===== src/rtl/mul_seq_pkg.sv =====
// rtl/mul_seq_pkg.sv - shared types, handshake constants and magnitude helper for the multiply sequencer
package mul_seq_pkg;

  typedef enum logic [1:0] {
    MUL_FREE = 2'b00,
    MUL_ON   = 2'b01,
    MUL_END  = 2'b10
  } mul_state_e;

  localparam logic MUL_START            = 1'b1;
  localparam logic MUL_STOP             = 1'b0;
  localparam logic MUL_RESULT_READY     = 1'b1;
  localparam logic MUL_RESULT_NOT_READY = 1'b0;

  // Two's-complement magnitude; only negated for signed operands with bit 31 set.
  function automatic logic [31:0] abs_mag(input logic [31:0] x, input logic signed_en);
    return (signed_en && x[31]) ? (~x + 32'd1) : x;
  endfunction

endpackage


===== src/rtl/mul_seq_mul16x16.sv =====
// rtl/mul_seq_mul16x16.sv - combinational unsigned 16x16->32 partial-product multiplier
module mul16x16 (
  input  logic [15:0] a_i,
  input  logic [15:0] b_i,
  output logic [31:0] p_o
);

  assign p_o = 32'(a_i) * 32'(b_i);

endmodule


===== src/rtl/mul_seq.sv =====
// rtl/mul_seq.sv - 4-cycle 32x32 multiply sequencer; optional MUL_EARLY_OUT_EN shortens small/zero operands
module mul_seq
  import mul_seq_pkg::*;
(
  input  logic        clk,
  input  logic        rst,
  input  logic        signed_mul_i,
  input  logic [31:0] opdata1_i,
  input  logic [31:0] opdata2_i,
  input  logic        start_i,
  input  logic        annul_i,
  output logic [63:0] result_o,
  output logic        ready_o
);

  mul_state_e  state_q, state_d;
  logic [1:0]  cnt_q, cnt_d;
  logic [63:0] acc_q, acc_d;
  logic [63:0] result_q, result_d;
  logic [31:0] mag_a_q, mag_a_d;
  logic [31:0] mag_b_q, mag_b_d;
  logic        neg_q, neg_d;
  logic        ready_q, ready_d;

  logic [31:0] in_mag_a, in_mag_b;
  logic [15:0] pp_a, pp_b;
  logic [31:0] pp_raw;
  logic [63:0] pp, sum;
  logic        last_step;
  logic        in_zero;

  assign in_mag_a = abs_mag(opdata1_i, signed_mul_i);
  assign in_mag_b = abs_mag(opdata2_i, signed_mul_i);

  mul16x16 u_mul16x16 (
    .a_i (pp_a),
    .b_i (pp_b),
    .p_o (pp_raw)
  );

  // Select operand halves and alignment of the partial product for this step
  always_comb begin
    pp_a = mag_a_q[15:0];
    pp_b = mag_b_q[15:0];
    pp   = 64'd0;
    case (cnt_q)
      2'd0: begin
        pp = {32'd0, pp_raw};
      end
      2'd1: begin
        pp_a = mag_a_q[31:16];
        pp   = {16'd0, pp_raw, 16'd0};
      end
      2'd2: begin
        pp_b = mag_b_q[31:16];
        pp   = {16'd0, pp_raw, 16'd0};
      end
      default: begin
        pp_a = mag_a_q[31:16];
        pp_b = mag_b_q[31:16];
        pp   = {pp_raw, 32'd0};
      end
    endcase
    sum = acc_q + pp;
  end

  // Decide whether this MUL_ON cycle completes the product, and whether an operand is zero
  always_comb begin
    last_step = (cnt_q == 2'd3);
    in_zero   = 1'b0;
`ifdef MUL_EARLY_OUT_EN
    if (cnt_q == 2'd0 && mag_a_q[31:16] == 16'd0 && mag_b_q[31:16] == 16'd0) begin
      last_step = 1'b1;
    end
    in_zero = (in_mag_a == 32'd0) || (in_mag_b == 32'd0);
`endif
  end

  // State register and datapath flops
  always_ff @(posedge clk) begin
    if (rst) begin
      state_q  <= MUL_FREE;
      cnt_q    <= 2'd0;
      acc_q    <= 64'd0;
      result_q <= 64'd0;
      mag_a_q  <= 32'd0;
      mag_b_q  <= 32'd0;
      neg_q    <= 1'b0;
      ready_q  <= MUL_RESULT_NOT_READY;
    end else begin
      state_q  <= state_d;
      cnt_q    <= cnt_d;
      acc_q    <= acc_d;
      result_q <= result_d;
      mag_a_q  <= mag_a_d;
      mag_b_q  <= mag_b_d;
      neg_q    <= neg_d;
      ready_q  <= ready_d;
    end
  end

  // Next-state logic; a flush always returns to MUL_FREE
  always_comb begin
    state_d = state_q;
    if (annul_i) begin
      state_d = MUL_FREE;
    end else begin
      case (state_q)
        MUL_FREE: if (start_i == MUL_START) state_d = in_zero ? MUL_END : MUL_ON;
        MUL_ON:   if (last_step) state_d = MUL_END;
        MUL_END:  if (start_i == MUL_STOP) state_d = MUL_FREE;
        default:  state_d = MUL_FREE;
      endcase
    end
  end

  // Output and datapath next values: latch operands, accumulate, register the final product
  always_comb begin
    cnt_d    = cnt_q;
    acc_d    = acc_q;
    result_d = result_q;
    mag_a_d  = mag_a_q;
    mag_b_d  = mag_b_q;
    neg_d    = neg_q;
    ready_d  = ready_q;
    if (annul_i) begin
      cnt_d    = 2'd0;
      acc_d    = 64'd0;
      result_d = 64'd0;
      ready_d  = MUL_RESULT_NOT_READY;
    end else begin
      case (state_q)
        MUL_FREE: begin
          result_d = 64'd0;
          ready_d  = MUL_RESULT_NOT_READY;
          if (start_i == MUL_START) begin
            mag_a_d = in_mag_a;
            mag_b_d = in_mag_b;
            neg_d   = signed_mul_i & (opdata1_i[31] ^ opdata2_i[31]);
            acc_d   = 64'd0;
            cnt_d   = 2'd0;
            if (in_zero) ready_d = MUL_RESULT_READY;
          end
        end
        MUL_ON: begin
          acc_d = sum;
          cnt_d = cnt_q + 2'd1;
          if (last_step) begin
            result_d = neg_q ? (~sum + 64'd1) : sum;
            ready_d  = MUL_RESULT_READY;
          end
        end
        MUL_END: begin
          if (start_i == MUL_STOP) begin
            result_d = 64'd0;
            ready_d  = MUL_RESULT_NOT_READY;
          end
        end
        default: begin
          result_d = 64'd0;
          ready_d  = MUL_RESULT_NOT_READY;
        end
      endcase
    end
  end

  assign result_o = result_q;
  assign ready_o  = ready_q;

endmodule


===== config.mk =====
export PLATFORM = sky130hd
export DESIGN_NAME = mul_seq
export DESIGN_NICKNAME = d
export VERILOG_FILES = /design/src/rtl/mul_seq_pkg.sv /design/src/rtl/mul_seq_mul16x16.sv /design/src/rtl/mul_seq.sv
export SDC_FILE = /design/constraint.sdc
export NUM_CORES = 1
export LEC_CHECK = 0
export ABC_AREA = 1
export BUFFER_PORTS_ARGS = -buffer_cell sky130_fd_sc_hd__buf_2
export CORE_MARGIN = 2
export CORE_UTILIZATION = 50
export CTS_CLUSTER_SIZE = 25
export DETAILED_ROUTE_END_ITERATION = 8
export HOLD_SLACK_MARGIN = 0.06
export MAX_ROUTING_LAYER = met4
export PLACE_DENSITY = 0.67
export SYNTH_ARGS = -nofsm -noshare
export SYNTH_HDL_FRONTEND = slang
export SYNTH_SLANG_ARGS = --single-unit

===== constraint.sdc =====
create_clock -name clk -period 18.11 [get_ports clk]
set_input_delay 1.811 -clock clk [delete_from_list [all_inputs] [get_ports clk]]
set_output_delay 1.811 -clock clk [all_outputs]
set_load 0.005 [all_outputs]

* Word-level counts from Yosys, hierarchy flattened
Index checks and enable logic that the tools add are counted.
Word-level totals: bits in registers 198, input bits 69, output and inout bits 65
Operators by class: $add $sub $neg 5, reduce and logical (&&, ||, !) cells 13, bitwise logic cells 6, eq/ne operators 8, multiplexer cells 20, $mul 1
Operators by type and width (number):
- case mux 64 bit (2 select lines) | 3
- 2-to-1 mux 64 bit | 4
- adder 32 x 1 -> 32 bit (second input constant) | 2
- adder 64 x 1 -> 64 bit (second input constant) | 1
- adder 64 bit | 1
- 2-to-1 mux 32 bit | 2
- NOT 32 bit | 2
- NOT 64 bit | 1
- multiplier 16 x 16 -> 32 bit | 1
- 2-to-1 mux 16 bit | 2
- 2-to-1 mux 2 bit | 4
- OR reduction 2 bit | 4
- == test 2 bit (second input constant) | 3
- != test 2 bit (second input constant) | 3
- case mux 2 bit (3 select lines) | 1
- AND reduction 3 bit | 2
- == test 2 x 1 -> 1 bit (second input constant) | 2
- logical NOT 2 bit | 2
- case mux 2 bit (2 select lines) | 1
- AND reduction 2 bit | 2
- adder 2 x 1 -> 2 bit (second input constant) | 1
- logical AND 1 bit | 2
- 2-to-1 mux 1 bit | 2
- case mux 1 bit (2 select lines) | 1
- 4 further kinds | 4

* Logic depth before layout (Yosys ltp)
depth in word-level cells 11, mapped depth 59, depth with buffers taken out 57

* By module
From an unflattened synthesis, not the netlist that was laid out.
Second synthesis, totals: cell total of the unflattened synthesis 4537, area, all modules 27289.9 µm²
Modules (own cells, without submodules):
- mul_seq | times used 1, seq. area each 3963.8 µm², area an instance 17760.8 µm², cells an instance 3162
- mul16x16 | times used 1, seq. area each 0.0 µm², area an instance 9529.1 µm², cells an instance 1375

* Worst setup path before layout
No wires, ideal clock.
kind register -> register, from reg cnt_q[0], to reg result_q[60], in the netlist result_o[60], arrival 8992 ps, cell stages (with the launch flop) 55, clock period less this slack 9059 ps, setup slack 9051 ps, cells stage by stage dfxtp_1 inv_1 ha_1 nor2_1 clkbuf_1 buf_1 nand2_1 o21ai_0 clkbuf_1 nand2_1 fa_1 inv_1 fa_1 inv_1 fa_1 inv_1 fa_1 fa_1 (+19 left out) inv_1 nor2_2 nand2_1 inv_1 nand2_1 nand3_1 nand2_1 nor2_1 nand3_1 nor2_1 nand2_4 nor2_4 nand2_2 nand2_1 nand2_1 nand2_1 nand2_1 a21oi_2
On the way: longest elaborated chain between the ends 11, elaborated cells on any way between the ends 19, those cells by class add/sub (2); mul (1); eq/ne (4); mux (6); bitwise (1); reduce/logical (5)
RTL lines:
- start: declaration | line mul_seq.sv:17 | logic [1:0] cnt_q, cnt_d;
- start signal: assignment | line mul_seq.sv:92 | cnt_q <= cnt_d;
- == test 2 bit, or another cell as far along | line mul_seq.sv:46 | case (cnt_q)
- OR reduction 2 bit (no source line)
- 2-to-1 mux 16 bit | line mul_seq.sv:46
- multiplier 16 x 16 -> 32 bit | line mul_seq_mul16x16.sv:8 | assign p_o = 32'(a_i) * 32'(b_i);
- case mux 64 bit (2 select lines) | line mul_seq.sv:46
- adder 64 bit | line mul_seq.sv:64 | sum = acc_q + pp;
- NOT 64 bit | line mul_seq.sv:149 | result_d = neg_q ? (~sum + 64'd1) : sum;
- adder 64 x 1 -> 64 bit | line mul_seq.sv:149
- 2-to-1 mux 64 bit | line mul_seq.sv:149
- 2-to-1 mux 64 bit | line mul_seq.sv:148 | if (last_step) begin
- case mux 64 bit (2 select lines) | line mul_seq.sv:132 | case (state_q)
- end signal: assignment | line mul_seq.sv:94 | result_q <= result_d;
- end: declaration | line mul_seq.sv:19 | logic [63:0] result_q, result_d;
Several ways; a longest one is shown, not always the timed one. The select of a mux whose other input is x is not followed. A chain may end at the register's enable or synchronous reset.

* Worst setup path in the final report
from reg cnt_q[0], to reg result_q[62], in the netlist result_o[62]
The elaborated chain is that of the path after synthesis.

==> impl_metrics.env <==
export IMPL_holdCritPathClass="reg2reg"
export IMPL_cts_tree="yes"
export IMPL_vias=26761
export IMPL_path_class="reg2reg"
export IMPL_rr_startpoint="cnt_q[0]$_SDFFE_PP0P_"
export IMPL_htreeDepth=4
export IMPL_worstPathRequired_ns=18.56
export IMPL_crit_buf_inv=8
export IMPL_syn_to_final_growth_pct=7.94
export IMPL_path_max_fanout=32
export IMPL_synth_xor_area_frac=0.0287
export IMPL_yosysTopAreaCellShare=0.202
export IMPL_io_pin_count=134
export IMPL_clk_latency_ns=0.52
export IMPL_synthesis_nets=4677
export IMPL_fill_cells=5415
export IMPL_p_total_w=0.00146
export IMPL_ys_ff_latch=198
export IMPL_grt_max_degree=86
export IMPL_placed_cell_area_um2=27300
export IMPL_hold_buffers=0
export IMPL_synth_compound_area_frac=0.105
export IMPL_netlist_area_um2=25900
export IMPL_synth_top_family_by_area="simple AND/OR/NAND/NOR gates"
export IMPL_met1_usage=0.477
export IMPL_grt_pass1_vias=23442
export IMPL_dieArea_um2=53700
export IMPL_p_comb_frac=0.392
export IMPL_grtUsageMet2=0.494
export IMPL_clk_pin_slew_ns=0.09
export IMPL_clkSinkCount=198
export IMPL_fin_util=0.545
export IMPL_fin_skew_ns=0.0271
export IMPL_worst_pin_slew_ns=1.02
export IMPL_grt_overflow_total=0
export IMPL_die_width_um=232
export IMPL_root_buffer="clkbuf_16"
export IMPL_wire_per_inst_um=17.7
export IMPL_synthSimpleGateAreaFrac=0.345
export IMPL_cellLeakagePower_nw=14.7
export IMPL_min_period_over_period=0.636
export IMPL_antenna_found_initial=1
export IMPL_pwr_density_cell_nw_per_um2=52.0
export IMPL_yosysMostFrequentCell="nand2_1"
export IMPL_synth_area_top_cells="nand2_1 20%, dfxtp_1 15%, fa_1 15%, inv_1 11%, ha_1 8.4%"
export IMPL_synthFlopType="dfxtp_1"
export IMPL_drt_pass1_iterations=6
export IMPL_start_kind="flop"
export IMPL_peakVddDrop_v=0.0000774
export IMPL_max_clock_path_buffers=2
export IMPL_p_seq_frac=0.312
export IMPL_yosysSeqAreaShare=0.153
export IMPL_coreArea_um2=51300
export IMPL_synth_edf_count=0
export IMPL_clkPwrFrac=0.296
export IMPL_fin_area_um2=28000
export IMPL_final_min_clock_period_ns=11.51
export IMPL_drt_initial_drc_count=2474
export IMPL_cpMostUsedCell="nand2_1"
export IMPL_syn_inst=4238
export IMPL_cp_slowest_cell="nor2_2"
export IMPL_fin_setup_tns_ns=0
export IMPL_numCtsBuffers=17
export IMPL_p_int_w=0.000816
export IMPL_p_switching_w=0.000640
export IMPL_busiest_layer="met2"
export IMPL_wirelength_um=88600
export IMPL_fmax_ghz=0.0869
export IMPL_syn_avg_cell_area_um2=6.12
export IMPL_grt_use_met3=0.0591
export IMPL_hp_start="result_o[48]$_SDFFE_PP0P_"
export IMPL_dp_slack_ns=6.88
export IMPL_cap_violations=0
export IMPL_max_stage_delay_ns=0.78
export IMPL_synth_top_area_cell="nand2_1"
export IMPL_synth_async_reset_ratio=0
export IMPL_row_count=83
export IMPL_setup_violations=0
export IMPL_relSlewSlack=0.321
export IMPL_grt_util_all_layers=0.335
export IMPL_synth_fa_ha_area_frac=0.235
export IMPL_cts_resized=0
export IMPL_viasPerCell=5.34
export IMPL_synth_mux_area_frac=0
export IMPL_grt_pass1_wl_um=134000
export IMPL_synthDistinctLibCells=49
export IMPL_crit_family="adder cells"
export IMPL_routabilityCongestion=1.05
export IMPL_ant_nets=0
export IMPL_layout_nets=4755
export IMPL_port_buffers=133
export IMPL_status="finished clean"
export IMPL_grt_setup_unrepaired="no"
export IMPL_post_route_drc_count=0
export IMPL_drive_gt1_frac=0.0769
export IMPL_hpwlAfterDp_um=73200
export IMPL_fin_ws_ns=6.60
export IMPL_die_h_um=232
export IMPL_yosys_warnings=0
export IMPL_report_final_slew_viol_count=0
export IMPL_end_kind="flop"
export IMPL_hold_viol=0
export IMPL_yosys_top_cells_count="1398 x nand2_1, 780 x inv_1, 407 x nor2_1"
export IMPL_start_util=0.505
export IMPL_arrival_ns=11.96
export IMPL_swShare=0.439
export IMPL_cts_setup_buffers=0
export IMPL_critPathLaunch="cnt_q[0]$_SDFFE_PP0P_"
## cells by family after synthesis
family | count (synthesis)
AND/OR/NAND/NOR | 2179
flip-flops | 198
buffers and inverters | 915
AO/OA/AOI/OAI | 491
adder cells (fa/ha/maj) | 370
XOR/XNOR | 85
## layout by cell type, fill, tap and decap left out, drive strengths merged, types with 3 or more instances in the layout
cell    instances
nand2        1440
inv           802
nor2          445
a21oi         258
nand3         202
dfxtp         198
fa            195
ha            175
buf           172
o21ai         136
xor2           57
o22ai          33
nand4          31
xnor2          28
nor3           26
o221ai         22
clkbuf         17
nor4           16
clkinv         15
a31oi          10
o211ai         10
nand3b         10
a21o            7
or2             6
o21a            3
o21bai          3
## final timing paths
path,depth (start not counted),end,slack [ns]
setup / recovery,46,result_o[62]$_SDFFE_PP0P_,6.60
hold / removal,2,result_o[48]$_SDFFE_PP0P_,0.46
setup reg to reg,46,result_o[62]$_SDFFE_PP0P_,6.60
hold reg to reg,2,result_o[48]$_SDFFE_PP0P_,0.46
## layout make-up
cell class	instances	area [um2]	share of cell area
repair buffers	172	958	0.0343
clock buffers	17	425	0.0152
inverters	802	3010	0.108
clock inverters	15	220	0.00787
flip-flops and latches	198	3970	0.142
multi-input cells	3125	18500	0.663
well taps	680	851	0.0304
diodes	1	2.50	0.0000894
## state kept, by name, indices dropped and copies added, names as in the netlist
register  cells
cnt_q         2
state_q       2
acc_q        64
mag_b_q      32
mag_a_q      32
result_o     64
neg_q         1
ready_o       1
## through the flow
stage          std cells  hold slack [ns]
6_report            5010            0.465
3_5_place_dp        4977            0.452
3_3_place_gp        4977            0.449
5_1_grt             5009            0.486
4_1_cts             5009            0.464
2_1_floorplan       4238            0.445
## worst min-delay path, cell delays in order, from the launching register on
cell     delay [ns]
dfxtp_1        0.31
nand2_1        0.06
a21oi_1        0.05
## power by group through the flow
stage               clock network (W)  logic [W]  registers [W]
finish                       0.000431   0.000571       0.000454
global route                 0.000452   0.000630       0.000455
CTS                          0.000442   0.000566       0.000454
detailed placement                  0   0.000562       0.000464
global placement                    0   0.000560       0.000464
floorplan                           0   0.000397       0.000461
## routing by layer
metal  share of wire  up-vias
li1                -    13191
met1            0.46    12479
met2            0.44     1000
met3           0.087       91
met4           0.018        0
met5               0        -
No activity file was read; power rests on OpenSTA's default activity.
